**src/rtl/ex_mem_stage_reg.sv**
```systemverilog
// rtl/ex_mem_stage_reg.sv - EX/MEM pipeline register with handshake, flush and forwarding tap
// Optional stall/bubble counters enabled by defining EX_MEM_PERF_CNT_EN.
module ex_mem_stage_reg #(
    parameter int DATA_W     = 32,
    parameter int REG_ADDR_W = 5,
    parameter int CTRL_W     = 4
) (
    input  logic                  i_clk,
    input  logic                  i_rst_n,
    input  logic                  i_valid,
    output logic                  o_ready,
    input  logic [CTRL_W-1:0]     i_ctrl,
    input  logic [DATA_W-1:0]     i_alu_result,
    input  logic [DATA_W-1:0]     i_write_data,
    input  logic [REG_ADDR_W-1:0] i_write_reg,
    input  logic                  i_stall,
    input  logic                  i_flush,
    input  logic                  i_mem_ready,
    output logic                  o_valid,
    output logic [CTRL_W-1:0]     o_ctrl,
    output logic [DATA_W-1:0]     o_alu_result,
    output logic [DATA_W-1:0]     o_write_data,
    output logic [REG_ADDR_W-1:0] o_write_reg,
    output logic                  o_fwd_valid
`ifdef EX_MEM_PERF_CNT_EN
    ,
    output logic [31:0]           o_stall_cnt,
    output logic [31:0]           o_bubble_cnt
`endif
);

    logic                  valid_q, valid_d;
    logic [CTRL_W-1:0]     ctrl_q, ctrl_d;
    logic [DATA_W-1:0]     alu_q, alu_d;
    logic [DATA_W-1:0]     wdata_q, wdata_d;
    logic [REG_ADDR_W-1:0] wreg_q, wreg_d;
    logic                  adv;

    // An empty stage refills regardless of MEM backpressure.
    assign adv     = !i_stall && (!valid_q || i_mem_ready);
    assign o_ready = adv;

    always_comb begin
        valid_d = valid_q;
        ctrl_d  = ctrl_q;
        alu_d   = alu_q;
        wdata_d = wdata_q;
        wreg_d  = wreg_q;
        if (i_flush) begin
            valid_d = 1'b0;
            ctrl_d  = '0;
        end else if (adv) begin
            valid_d = i_valid;
            ctrl_d  = i_valid ? i_ctrl : '0;
            alu_d   = i_alu_result;
            wdata_d = i_write_data;
            wreg_d  = i_write_reg;
        end
    end

    always_ff @(posedge i_clk or negedge i_rst_n) begin
        if (!i_rst_n) begin
            valid_q <= 1'b0;
            ctrl_q  <= '0;
            alu_q   <= '0;
            wdata_q <= '0;
            wreg_q  <= '0;
        end else begin
            valid_q <= valid_d;
            ctrl_q  <= ctrl_d;
            alu_q   <= alu_d;
            wdata_q <= wdata_d;
            wreg_q  <= wreg_d;
        end
    end

    assign o_valid      = valid_q;
    assign o_ctrl       = ctrl_q & {CTRL_W{valid_q}};
    assign o_alu_result = alu_q;
    assign o_write_data = wdata_q;
    assign o_write_reg  = wreg_q;
    assign o_fwd_valid  = valid_q && ctrl_q[CTRL_W-1] && (wreg_q != '0);

`ifdef EX_MEM_PERF_CNT_EN
    logic [31:0] stall_cnt_q, stall_cnt_d;
    logic [31:0] bubble_cnt_q, bubble_cnt_d;
    logic        stall_evt, bubble_evt;

    assign stall_evt  = valid_q && !adv && !i_flush;
    assign bubble_evt = i_flush || (adv && !i_valid);

    always_comb begin
        stall_cnt_d  = stall_cnt_q;
        bubble_cnt_d = bubble_cnt_q;
        if (stall_evt && (stall_cnt_q != 32'hFFFF_FFFF)) begin
            stall_cnt_d = stall_cnt_q + 32'd1;
        end
        if (bubble_evt && (bubble_cnt_q != 32'hFFFF_FFFF)) begin
            bubble_cnt_d = bubble_cnt_q + 32'd1;
        end
    end

    always_ff @(posedge i_clk or negedge i_rst_n) begin
        if (!i_rst_n) begin
            stall_cnt_q  <= '0;
            bubble_cnt_q <= '0;
        end else begin
            stall_cnt_q  <= stall_cnt_d;
            bubble_cnt_q <= bubble_cnt_d;
        end
    end

    assign o_stall_cnt  = stall_cnt_q;
    assign o_bubble_cnt = bubble_cnt_q;
`endif

endmodule
```
**config.mk**
```make
export PLATFORM = sky130hd
export DESIGN_NAME = ex_mem_stage_reg
export DESIGN_NICKNAME = d
export VERILOG_FILES = /design/src/rtl/ex_mem_stage_reg.sv
export SDC_FILE = /design/constraint.sdc
export NUM_CORES = 1
export LEC_CHECK = 0
export ABC_AREA = 1
export BUFFER_PORTS_ARGS = -buffer_cell sky130_fd_sc_hd__buf_2
export CAP_MARGIN = 30
export CORE_MARGIN = 3
export CORE_UTILIZATION = 40
export DETAILED_ROUTE_END_ITERATION = 16
export MAX_ROUTING_LAYER = met4
export PLACE_DENSITY = 0.83
export SLEW_MARGIN = 20
export SYNTH_ARGS = -nofsm -noshare
export SYNTH_HDL_FRONTEND = slang
export SYNTH_SLANG_ARGS = --single-unit
```
**constraint.sdc**
```tcl
create_clock -name i_clk -period 1.2 [get_ports i_clk]
set_input_delay 0.06 -clock i_clk [delete_from_list [all_inputs] [get_ports i_clk]]
set_output_delay 0.06 -clock i_clk [all_outputs]
set_load 0.05 [all_outputs]
```
==> metrics.md, run 1 <==
| Metric | Value |
|---|---|
| Root buf cell | `clkbuf_8` |
| Reg area | `1850 sq um` |
| Initial Utilization | `42.5%` |
| Share of post-route cells with drive strength above 1 | `36.0%` |
| Max FO, Critical Path | `5` |
| P_leak | `0.00284 uW` |
| FF-to-FF path depth | `5` |
| Max_cap viols | `0` |
| RR Startpoint | `o_valid` |
| Fillers | `602` |
| CTS tree | `built` |
| Hold Path Sink | `o_valid` |
| Area leader, netlist | `dfrtp_1` |
| Gr ovfl total | `0` |
| Slew at the pin with the worst max-slew slack | `429 ps` |
| DIE WIDTH | `95.2 um` |
| Crit path kind | `register to output pin` |
| Synthesized instance count | `349` |
| Top cell type's share of synthesized area | `58.2%` |
| Final ANT Viol Nets | `0` |
| Metal3 WL | `648 um` |
| Core area | `7490 sq um` |
| Post-Route WL | `10200 um` |
| Longest Clk Path Bufs | `2` |
| Final Max Slew Viols | `0` |
| CTS buffer count | `9` |
| RSZ-0062 raised after global routing | `yes` |
| Placer's final routability congestion estimate | `0.800` |
| Synthesized flop and latch total | `74` |
| Fin worst setup slack | `-128 ps` |
| Initial DRC Count | `138` |
| Setup-failing EPs final | `7` |
| PwrDens | `1500 nW/um^2` |
| Average size of a mapped cell | `9.12 sq um` |
| WP data required | `1140 ps` |
| Largest net degree at the start of global routing | `43` |
| GRT Overall Usage | `23.6%` |
| Worst hold start | `i_flush` |
| Post-synthesis sequential area ratio | `58.2%` |
| Mapped cell area | `3180 sq um` |
| DR top layer | `met4` |
| Violated checks | `negative setup slack` |
| DRC Markers | `0` |
| Max IR drop VDD | `0.804 mV` |
| Final hold violation count | `0` |
| CTS H-tree depth | `3` |
| Initial antenna violation count | `0` |
| CP endpoint kind | `output pin` |
| Cell variety after synth | `13` |
| Logic pwr share | `33.6%` |
| Max_slew headroom | `71.4%` |
| Worst reg-to-reg setup slack | `50 ps` |
| Worst Hold Depth | `4` |
| Clock Latency Late Sink | `330 ps` |
| Net Sw Frac | `37.8%` |
| Post-Synthesis Net Count | `428` |
| Arr. time, crit path | `1270 ps` |
| Hold WC Path Type | `input port to register` |
| Area grow syn2layout | `63.3%` |
| Yosys warning count | `0` |
| PortBufs | `154` |
| Placed Cells | `585` |
| Wire length per cell | `14.9 um` |
| Clock Skew | `6.60 ps` |
| Startpoint Class | `register` |
| Int Pwr | `4850 uW` |
| Final std cells w/o fill | `684` |
| Status | `finished with violations` |
| Hpwl dp | `6190 um` |
| Fmax | `753 MHz` |
| Drt pass-1 iters | `5` |
| CTS Sinks | `74` |
| Clock share of power | `27.6%` |
| Hold_ws | `87.0 ps` |
| Met2 wire len | `5140 um` |
| Die ar. | `9060 sq um` |
| Detailed-route vias per instance | `4.99` |
| Site Rows | `31` |
| Dpl ws | `16.5 ps` |
| Sequential Power Share | `38.8%` |
| Fin crit period | `1330 ps` |
| Worst R2R End | `o_write_data[19]` |
| Multi-input gate area | `1130 sq um` |
| Die Ht | `95.2 um` |
| Number of global-route vias before repair | `3403` |
| Ranking of synthesized cells by area | `dfrtp_1, nand2_1, nand4_1` |
| Worst-path clk slew | `70 ps` |
| I/O pin count | `155` |
| First-pass GRT wire length | `16300 um` |
| Crit share post-route | `111%` |
| WL met1 | `4150 um` |
| Switch Pwr | `2950 uW` |
| Final #Nets | `659` |
| Total number of vias | `3413` |
power groups by stage:
stage,registers [uW],clock network [uW],logic (uW)
2_1_floorplan,4240,0,480
3_3_place_gp,3050,0,2310
4_1_cts,3010,2220,2580
3_5_place_dp,3060,0,2350
5_1_grt,3060,2330,2780
6_report,3020,2150,2620
Yosys cell counts:
cell / instances
inv_1: 10
nand4_1: 73
nor2_1: 3
buf_1: 1
nand3_2: 1
buf_2: 20
buf_6: 9
nand2_2: 1
nand3_1: 5
nand3b_1: 1
dfrtp_1: 74
buf_4: 1
nand2_1: 150
routing by layer:
metal,vias up,GRT usage [%]
met3,26,3.87
met5,-,-
met2,146,38.2
met1,1601,29.7
li1,1640,-
met4,0,9.38
stage by stage:
step	power (uW)	utilization [%]	TNS [ps]	instance area, sq um
final	7800	69.4	-687	5190
after global placement	5360	54.1	0	4050
after global routing	8170	69.4	-1080	5190
after floorplan	4720	-	-2180	3210
after detailed placement	5420	54.1	0	4050
after CTS	7820	68.2	-316	5100
final cells by class:
cell class / instances / area share [%]
Clock buffer: 11 / 2.91
Multi-Input combinational cell: 234 / 21.7
Tap cell: 99 / 2.38
Sequential cell: 74 / 35.7
Timing Repair Buffer: 251 / 34.9
Clock inverter: 4 / 1.45
Antenna cell: 1 / 0.0482
Inverter: 10 / 0.939
worst max path at each step:
stage / startpoint / end / slack, ps / cells past startpoint
after floorplan: o_valid / o_fwd_valid / -150 / 4
final: o_valid / o_ctrl[0] / -130 / 5
after CTS: o_write_reg[1] / o_fwd_valid / -130 / 5
after global placement: o_valid / o_write_data[13] / 70 / 4
after global routing: o_write_reg[1] / o_fwd_valid / -210 / 5
after detailed placement: o_valid / o_write_data[19] / 20 / 4
worst max-delay path, cell delays in order (launching register included):
cell	delay [ps]
dfrtp_2	440
buf_4	140
buf_6	130
nand2_2	60
inv_2	40
buf_6	140
layout by cell type (no fill, tap or decap):
master,count
buf_12,5
buf_2,146
buf_4,17
buf_6,6
buf_8,3
bufinv_16,2
clkbuf_8,11
clkinvlp_4,5
dfrtp_1,73
dfrtp_2,1
diode_2,1
dlygate4sd3_1,74
inv_1,2
inv_2,5
nand2_1,144
nand2_2,4
nand2_4,2
nand2_8,1
nand3_1,5
nand3_4,1
nand3b_1,1
nand4_1,73
nor2_1,2
nor2_2,1
kinds of logic (layout without fill, tap and decap cells):
family / count (synthesis) / after routing / synth area share (%)
buf+inv: 41 / 276 / 7.87
simple gates: 234 / 234 / 33.9
flops: 74 / 74 / 58.2
other cells: 0 / 1 / 0
timing repair:
item	in CTS	in global routing
gates resized for setup	22	11
pin swaps	0	6
setup buffers	4	5
setup endpoints to repair	8	79
hold buffers	74	0
endpoints found under the hold margin	147	0
Note: power is estimated with default switching activity, not from simulation.
==> run 2, diff against run 1 <==
--- a/config.mk
+++ b/config.mk
@@ -12,8 +12,8 @@
 export CORE_UTILIZATION = 40
 export DETAILED_ROUTE_END_ITERATION = 16
 export MAX_ROUTING_LAYER = met4
-export PLACE_DENSITY = 0.83
-export SLEW_MARGIN = 20
+export PLACE_DENSITY = 0.81
+export SLEW_MARGIN = 15
 export SYNTH_ARGS = -nofsm -noshare
 export SYNTH_HDL_FRONTEND = slang
 export SYNTH_SLANG_ARGS = --single-unit
==> run 2 against run 1 <==
Net effect: the flow still finishes with violations (negative setup slack); hold slack improved by 15 ps; non-clock buffer count is 15 higher; power rose by 2.4%; clock skew up 1.8 ps; maximum frequency decreased by 5.3%.
==> metrics.md, run 2 (synthesized netlist as in run 1, its figures left out) <==
| Metric | Value |
|---|---|
| Status | `finished with violations` |
| Violated checks | `negative setup slack` |
| CTS Sinks | `74 (unchanged)` |
| Crit path kind | `register to register` |
| Final ANT Viol Nets | `0 (unchanged)` |
| WP data required | `1420 ps (+280 ps)` |
| Fillers | `511 (-15%)` |
| Final #Nets | `674 (+2.3%)` |
| Logic pwr share | `34.7% (+1.1 points)` |
| Final std cells w/o fill | `700 (+2.3%)` |
| CP endpoint kind | `register` |
| Hold WC Path Type | `input port to register` |
| Post-Route WL | `11500 um (+13%)` |
| PortBufs | `154 (unchanged)` |
| DIE WIDTH | `95.2 um (unchanged)` |
| Total number of vias | `3633 (+6.4%)` |
| Max_slew headroom | `74.0% (+2.6 points)` |
| DRC Markers | `0 (unchanged)` |
| Worst-path clk slew | `70 ps (about the same)` |
| Net Sw Frac | `37.8% (about the same)` |
| Site Rows | `31 (unchanged)` |
| Clock Latency Late Sink | `330 ps (about the same)` |
| Fin crit period | `1400 ps (+74.9 ps)` |
| PwrDens | `1440 nW/um^2 (-4.1%)` |
| Longest Clk Path Bufs | `2 (unchanged)` |
| Setup-failing EPs final | `79 (+72)` |
| Fin worst setup slack | `-203 ps (-74.9 ps)` |
| Clock share of power | `27.3% (-0.3 points)` |
| RSZ-0062 raised after global routing | `yes` |
| Final hold violation count | `0 (unchanged)` |
| CTS H-tree depth | `3 (unchanged)` |
| Hpwl dp | `5860 um (-5.3%)` |
| Sequential Power Share | `38.0% (-0.8 points)` |
| Placed Cells | `584 (-0.17%)` |
| GRT Overall Usage | `24.6% (+0.97 points)` |
| CTS tree | `built` |
| Fmax | `713 MHz (-5.3%)` |
| Share of post-route cells with drive strength above 1 | `39.8% (+3.9 points)` |
| Root buf cell | `clkbuf_8` |
| Initial Utilization | `42.5% (unchanged)` |
| Most common cell after layout, fill and taps aside | `buf_2` |
| Max IR drop VDD | `0.687 mV (-15%)` |
| Max_cap viols | `0 (unchanged)` |
| Number of global-route vias before repair | `3479 (+2.2%)` |
| Die Ht | `95.2 um (unchanged)` |
| Initial antenna violation count | `0 (unchanged)` |
| Largest net degree at the start of global routing | `75 (+74%)` |
| Wire length per cell | `16.4 um (+10%)` |
| Slew at the pin with the worst max-slew slack | `390 ps (-39.4 ps)` |
| Max FO, Critical Path | `11 (+6)` |
| Placer's final routability congestion estimate | `0.807 (+0.86%)` |
| Pwr Total | `7980 uW (+2.4%)` |
| Startpoint Class | `register` |
| P_leak | `0.00302 uW (+6.2%)` |
| First-pass GRT wire length | `16800 um (+3.0%)` |
| Clock Skew | `8.44 ps (+1.84 ps)` |
| Arr. time, crit path | `1620 ps (+350 ps)` |
| Detailed-route vias per instance | `5.19 (+4.0%)` |
| Most frequent cells in the layout | `buf_2, nand2_1, dlygate4sd3_1, nand4_1, dfrtp_1` |
| Initial DRC Count | `165 (+20%)` |
| Int Pwr | `4960 uW (+2.4%)` |
| CTS buffer count | `9 (unchanged)` |
| Area grow syn2layout | `74.4%` |
| Core area | `7490 sq um (unchanged)` |
| I/O pin count | `155 (unchanged)` |
| Switch Pwr | `3020 uW (+2.5%)` |
| Drt pass-1 iters | `5 (unchanged)` |
| Gr ovfl total | `0 (unchanged)` |
| Final Max Slew Viols | `0 (unchanged)` |
| Crit share post-route | `117% (+6.2 points)` |
| Die ar. | `9060 sq um (unchanged)` |
run 2: cell types whose count changed in the layout (fill, tap and decap cells not counted), sizes merged:
cell	previous run	this run
clkbuf	11	15
clkinvlp	5	3
buf	177	189
clkinv	0	2
run 2: critical path, cell delays in order, from the launching register on:
cell     delay, ps
dfrtp_2        410
buf_4          140
nand2_4         70
buf_6          110
nand3_4        140
buf_12         180
buf_16         140
nand2_1         50
nand2_1         40
run 2: per-stage QoR:
step | setup slack, ps | instance area [sq um] | util (%) | TNS [ps] | hold slack [ps]
final | -203 | 5550 | 74.1 | -11130 | 102
after global routing | -280 | 5550 | 74.1 | -15940 | 112
after CTS | -208 | 5340 | 71.4 | -9250 | 60.8
after detailed placement | 0.588 | 4040 | 54.0 | 0 | 125
after global placement | 59.3 | 4040 | 54.0 | 0 | 103
after floorplan | -154 | 3210 | - | -2180 | -236
run 2: layer usage:
layer | vias up | routed length (um) | GRT usage [%]
met5 | - | 0 | -
met4 | 0 | 325 | 9.25
met3 | 32 | 735 | 3.95
met2 | 188 | 5920 | 40.9
met1 | 1743 | 4480 | 30.2
li1 | 1670 | - | -
run 2: final timing paths:
check,startpoint,end,slack (ps),cells after the start
setup reg to reg,o_valid,o_write_data[15],-200,8
min in group asynchronous,i_rst_n,o_alu_result[31],290,3
max in group asynchronous,i_rst_n,o_valid,590,3
hold reg to reg,o_write_data[6],o_write_data[6],470,2
hold / removal,i_flush,o_valid,100,4
setup / recovery,o_valid,o_write_data[15],-200,8
run 2: cell type report:
| type | count | area, sq um | area share [%] |
|---|---|---|---|
| Timing Repair Buffer | 266 | 2130 | 38.5 |
| Sequential cell | 74 | 1850 | 33.4 |
| Multi-Input combinational cell | 234 | 1160 | 20.9 |
| Clock buffer | 12 | 155 | 2.80 |
| Tap cell | 99 | 124 | 2.23 |
| Clock inverter | 4 | 73.8 | 1.33 |
| Inverter | 10 | 48.8 | 0.880 |
| Antenna cell | 1 | 2.50 | 0.0451 |
run 2: repair_timing:
action,in CTS,in global routing
pin swaps,4,2
cloned,4,4
hold buffers,74,0
hold endpoints to repair,147,0
buffers inserted,11,7
resized for setup,37,28
endpoints found under the setup margin,13,80
run 2: power by group through the flow:
| stage | Clock, uW | Combinational [uW] | Sequential [uW] |
|---|---|---|---|
| final | 2180 | 2770 | 3030 |
| after global routing | 2340 | 2920 | 3060 |
| after CTS | 2230 | 2670 | 3010 |
| after detailed placement | 0 | 2350 | 3050 |
| after global placement | 0 | 2320 | 3050 |
| after floorplan | 0 | 480 | 4240 |
